**src/rtl/reg_file_sb.sv**
```systemverilog
// reg_file_sb
// Register file with one write port, two combinational read ports, optional
// same-cycle write-to-read bypass, optional hardwired zero register and a
// per-register pending-write scoreboard for decode hazard detection.
//
// Ports:
//   clk, rst_n                 clock, asynchronous active-low reset
//   SrcReg1/2 -> SrcData1/2    combinational read ports
//   Busy1/2                    source register has an outstanding write
//   WriteReg, DstReg, DstData  write port; a write also releases DstReg
//   Reserve, ReserveReg        mark ReserveReg pending
//   ReserveStall               reservation refused this cycle (WAW)
//   PendingCount               number of pending registers (registered)
module reg_file_sb #(
    parameter int WIDTH    = 16,
    parameter int DEPTH    = 16,
    parameter int ZERO_REG = 1,
    parameter int BYPASS   = 1,
    localparam int AW      = $clog2(DEPTH),
    localparam int CW      = $clog2(DEPTH + 1)
) (
    input  logic             clk,
    input  logic             rst_n,
    input  logic [AW-1:0]    SrcReg1,
    input  logic [AW-1:0]    SrcReg2,
    output logic [WIDTH-1:0] SrcData1,
    output logic [WIDTH-1:0] SrcData2,
    output logic             Busy1,
    output logic             Busy2,
    input  logic             WriteReg,
    input  logic [AW-1:0]    DstReg,
    input  logic [WIDTH-1:0] DstData,
    input  logic             Reserve,
    input  logic [AW-1:0]    ReserveReg,
    output logic             ReserveStall,
    output logic [CW-1:0]    PendingCount
);

    logic [WIDTH-1:0] regs [DEPTH];
    logic [DEPTH-1:0] pending;
    logic [DEPTH-1:0] pending_nxt;
    logic [CW-1:0]    count_nxt;
    logic             we;
    logic             hit1;
    logic             hit2;
    logic             take;
    logic             clear;

    function automatic logic zlock(input logic [AW-1:0] a);
        return (ZERO_REG != 0) && (a == '0);
    endfunction

    // Gating with rst_n keeps bypassed data off the read ports while in reset.
    assign we   = rst_n && WriteReg && !zlock(DstReg);
    assign hit1 = (BYPASS != 0) && we && (DstReg == SrcReg1);
    assign hit2 = (BYPASS != 0) && we && (DstReg == SrcReg2);

    assign SrcData1 = zlock(SrcReg1) ? '0 : (hit1 ? DstData : regs[SrcReg1]);
    assign SrcData2 = zlock(SrcReg2) ? '0 : (hit2 ? DstData : regs[SrcReg2]);

    assign Busy1 = pending[SrcReg1] && !hit1 && !zlock(SrcReg1);
    assign Busy2 = pending[SrcReg2] && !hit2 && !zlock(SrcReg2);

    // A write releasing the same register in this cycle frees it for reservation.
    assign ReserveStall = Reserve && !zlock(ReserveReg) && pending[ReserveReg]
                          && !(we && (DstReg == ReserveReg));

    assign take  = Reserve && !zlock(ReserveReg) && !ReserveStall;
    assign clear = we && pending[DstReg];

    // Reserve is applied after release so a same-register pair leaves the bit set.
    always_comb begin
        pending_nxt = pending;
        if (clear) pending_nxt[DstReg] = 1'b0;
        if (take)  pending_nxt[ReserveReg] = 1'b1;
    end

    always_comb begin
        count_nxt = PendingCount;
        case ({take, clear})
            2'b10:   count_nxt = PendingCount + CW'(1);
            2'b01:   count_nxt = PendingCount - CW'(1);
            default: count_nxt = PendingCount;
        endcase
    end

    always_ff @(posedge clk or negedge rst_n) begin
        if (!rst_n) begin
            for (int i = 0; i < DEPTH; i++) regs[i] <= '0;
            pending      <= '0;
            PendingCount <= '0;
        end else begin
            if (we) regs[DstReg] <= DstData;
            pending      <= pending_nxt;
            PendingCount <= count_nxt;
        end
    end

endmodule
```
**config.mk**
```make
export PLATFORM = sky130hd
export DESIGN_NAME = reg_file_sb
export DESIGN_NICKNAME = d
export VERILOG_FILES = /design/src/rtl/reg_file_sb.sv
export SDC_FILE = /design/constraint.sdc
export NUM_CORES = 1
export LEC_CHECK = 0
export BUFFER_PORTS_ARGS = -buffer_cell sky130_fd_sc_hd__buf_2
export CORE_MARGIN = 5
export CORE_UTILIZATION = 26
export CTS_CLUSTER_DIAMETER = 80
export DETAILED_ROUTE_END_ITERATION = 12
export PLACE_DENSITY = 0.54
export SYNTH_ARGS = -nofsm -noshare
export SYNTH_HDL_FRONTEND = slang
export SYNTH_SLANG_ARGS = --single-unit
```
**constraint.sdc**
```tcl
create_clock -name clk -period 3.6 [get_ports clk]
set_input_delay 1.08 -clock clk [delete_from_list [all_inputs] [get_ports clk]]
set_output_delay 1.08 -clock clk [all_outputs]
set_load 0.01 [all_outputs]
```
==> results by group <==
Logic synthesis
  • Synth warnings: 0
  • Largest area contributor in the netlist: dfrtp_1
  • Area contributors post-synth: dfrtp_1 (45%), mux4_2 (21%), mux2_2 (18%), a22oi_1 (3.2%), a22o_1 (1.9%)
  • Syn Area/Cell: 14.6 um2
  • Post-synth EDFFs: 0
  • Register area share after synthesis: 0.450
  • Top cells by count, synth: dfrtp_1 (277), mux2_2 (242), mux4_2 (146)
  • Synthesized flop and latch total: 277
  • Most used flip-flop cell after synthesis: dfrtp_1
  • Synth Instances: 1,056
  • Syn Nets: 1,096
  • Ys async rst share: 1.00
  • Synthesized cell area: 0.0154 mm2
  • Yosys top cell area share: 0.450
  • Unique masters post-synth: 48
  • Most common cell in the netlist: dfrtp_1

STA
  • Worst hold slack: 0.395 ns
  • Final Max Slew Viols: 0
  • Fmax: 0.260 GHz
  • Crit path time final: 3.84 ns
  • Fin crit share: 1.07
  • Rel. slew slack: 0.417
  • Sum Neg Setup Slack: -5.83 ns
  • Setup Skew: 0.0110 ns
  • Measured slew at the worst slew-check pin: 0.875 ns
  • Worst setup margin: -0.243 ns
  • Final count of hold timing violations: 0
  • RSZ-0062 raised after global routing: yes
  • Setup violators final: 34

Worst setup path
  • CP startpoint: SrcReg1[0]
  • CP Capture Point: SrcData1[10]
  • CP required: 2.52 ns
  • Worst Path Arrival: 2.76 ns
  • RR Startpoint: pending[11]$_DFF_PN0_
  • Crit end category: output port
  • CP Max Fanout: 8
  • Reg2Reg Depth: 12
  • CP startpoint kind: input port
  • R2R Path End: PendingCount[4]$_DFFE_PN0P_
  • Setup CP Type: input port to output port
  • R2R Setup Slk: 0.83 ns

Cells and area
  • Final non-filler cell total: 1,997
  • Final core utilization: 0.334
  • Fillers: 5,706
  • Post-layout net count: 1,243
  • Layout cells sized above 1: 0.623
  • Layout area overhead: 27.6%

Placement
  • Port bufs: 75
  • Dpl cells: 1,911
  • Placer congestion estimate: 0.820
  • Post-DP HPWL: 31.4 mm

Route
  • WL final: 51.7 mm
  • WL met1: 22.1 mm
  • Post-DRT Antenna Nets: 0
  • WL per Instance: 25.9 um
  • Met3 Routed Length: 2.86 mm
  • Vias/cell: 5.26
  • Metal2 WL: 24.9 mm
  • Initial DRC count: 657
  • Via count: 10,511
  • Top Layer Used: met5
  • 1st-pass router iterations: 6
  • DRC: 0

Floorplan
  • I/O pin count: 76
  • Die X: 254 um
  • Initial core utilization: 0.262
  • Die Height: 254 um
  • Die area: 0.0643 mm2
  • Rows: 89
  • Core Area: 0.0589 mm2

Power
  • Pwr dens: 530 mW/mm2
  • Pleak: 8.32 nW
  • Power Total: 0.0104 W
  • Maximum vdd drop: 0.478 mV

Run status
  • Outcome: finished, violations left
  • Failing checks: negative setup slack

Clocking
  • Root buf cell: clkbuf_16
  • Sink Count: 277
  • Hold Buf Count CTS: 0
  • CTS tree: done
  • Clock insertion delay at the later pin of the skew report: 0.54 ns
  • Total CTS buffers: 37
  • Clk buf depth: 3
  • Worst-path clk slew: 0.05 ns
  • Htree depth: 2

GRT
  • Initial antenna violation count: 2
  • Grt ovf: 0
  • Vias in the first global route: 11,356
  • GRT Overall Usage: 0.161
  • Global-route wire length before repair: 77.7 mm
  • Largest net degree at the start of global routing: 159

Worst hold path
  • Class of the worst hold path: flop to flop

Run
  • Max_cap viols: 0
[sequential cells by signal, indices dropped and copies added, names as in the netlist]
name,cells
pending,16
regs,256
PendingCount,5
[worst min path at each step]
stage / from / to / slack, ns / depth (start not counted)
after floorplan: regs[240]$_DFFE_PN0P_ / regs[240]$_DFFE_PN0P_ / 0.44 / 1
after detailed placement: regs[242]$_DFFE_PN0P_ / regs[242]$_DFFE_PN0P_ / 0.38 / 0
after global placement: regs[242]$_DFFE_PN0P_ / regs[242]$_DFFE_PN0P_ / 0.38 / 0
after global routing: regs[251]$_DFFE_PN0P_ / regs[251]$_DFFE_PN0P_ / 0.41 / 0
final: regs[250]$_DFFE_PN0P_ / regs[250]$_DFFE_PN0P_ / 0.40 / 0
after CTS: regs[242]$_DFFE_PN0P_ / regs[242]$_DFFE_PN0P_ / 0.40 / 0
[layer usage]
metal,vias up,track usage
met5,-,0
met4,2,0.0569
met3,92,0.0300
met2,337,0.263
met1,5663,0.217
li1,4417,-
[cells in the final DEF, fill, tap and decap left out, types with 15 or more instances in the layout]
cell type,netlist,final
dfrtp_1,277,277
mux4_2,146,146
buf_2,28,59
nand2_1,46,42
mux2_2,242,242
buf_12,0,40
a22o_1,33,30
a22oi_2,0,54
o21ai_0,15,15
buf_6,6,23
clkbuf_16,0,38
buf_4,13,84
[cells by family (layout without fill, tap and decap cells)]
family	Yosys count	count (layout)	synth area share
flops	277	277	0.450
xor+xnor	19	19	0.0108
other cells	0	1	0
fa+ha+maj	4	4	0.00325
buf+inv	119	286	0.0373
compound gates	138	138	0.0693
mux	394	394	0.394
simple gates	105	105	0.0357
[what timing repair did]
| action | 4_1_cts | 5_1_grt |
|---|---|---|
| pin swaps | 66 | 40 |
| endpoints found under the hold margin | 0 | 0 |
| cloned | 7 | 1 |
| buffers inserted | 12 | 12 |
| gates resized for setup | 99 | 41 |
| setup endpoints to repair | 34 | 35 |
[per-stage QoR]
step	setup slack (ns)	cell area, um2
2_1_floorplan	-0.0267	15500
3_3_place_gp	-0.329	17600
3_5_place_dp	-0.318	17600
4_1_cts	-0.270	19500
5_1_grt	-0.312	19700
6_report	-0.243	19700
[power breakdown]
part           internal (W)  total, W  leakage, nW  switching, W
sequential          0.00374   0.00426         3.54      0.000527
combinational       0.00160   0.00272         4.24       0.00112
clock               0.00198   0.00345        0.539       0.00147
[layout make-up]
class	instances	area [um2]	share of cell area
Tap cell	773	967	0.0492
Antenna cell	1	2.50	0.000127
Timing Repair Buffer	223	2310	0.117
Clock inverter	10	101	0.00515
Sequential cell	277	6930	0.352
Clock buffer	49	1010	0.0514
Inverter	4	15.0	0.000763
Multi-Input combinational cell	660	8340	0.424
[critical path: stages]
cell and delay [ns]:
buf_12 0.11, buf_16 0.16, buf_4 0.14, buf_12 0.12, mux4_2 0.51, a22oi_2 0.19, nand2_1 0.12, a22o_1 0.19
buf_2 0.14
Power figures use the tool's default switching activity.
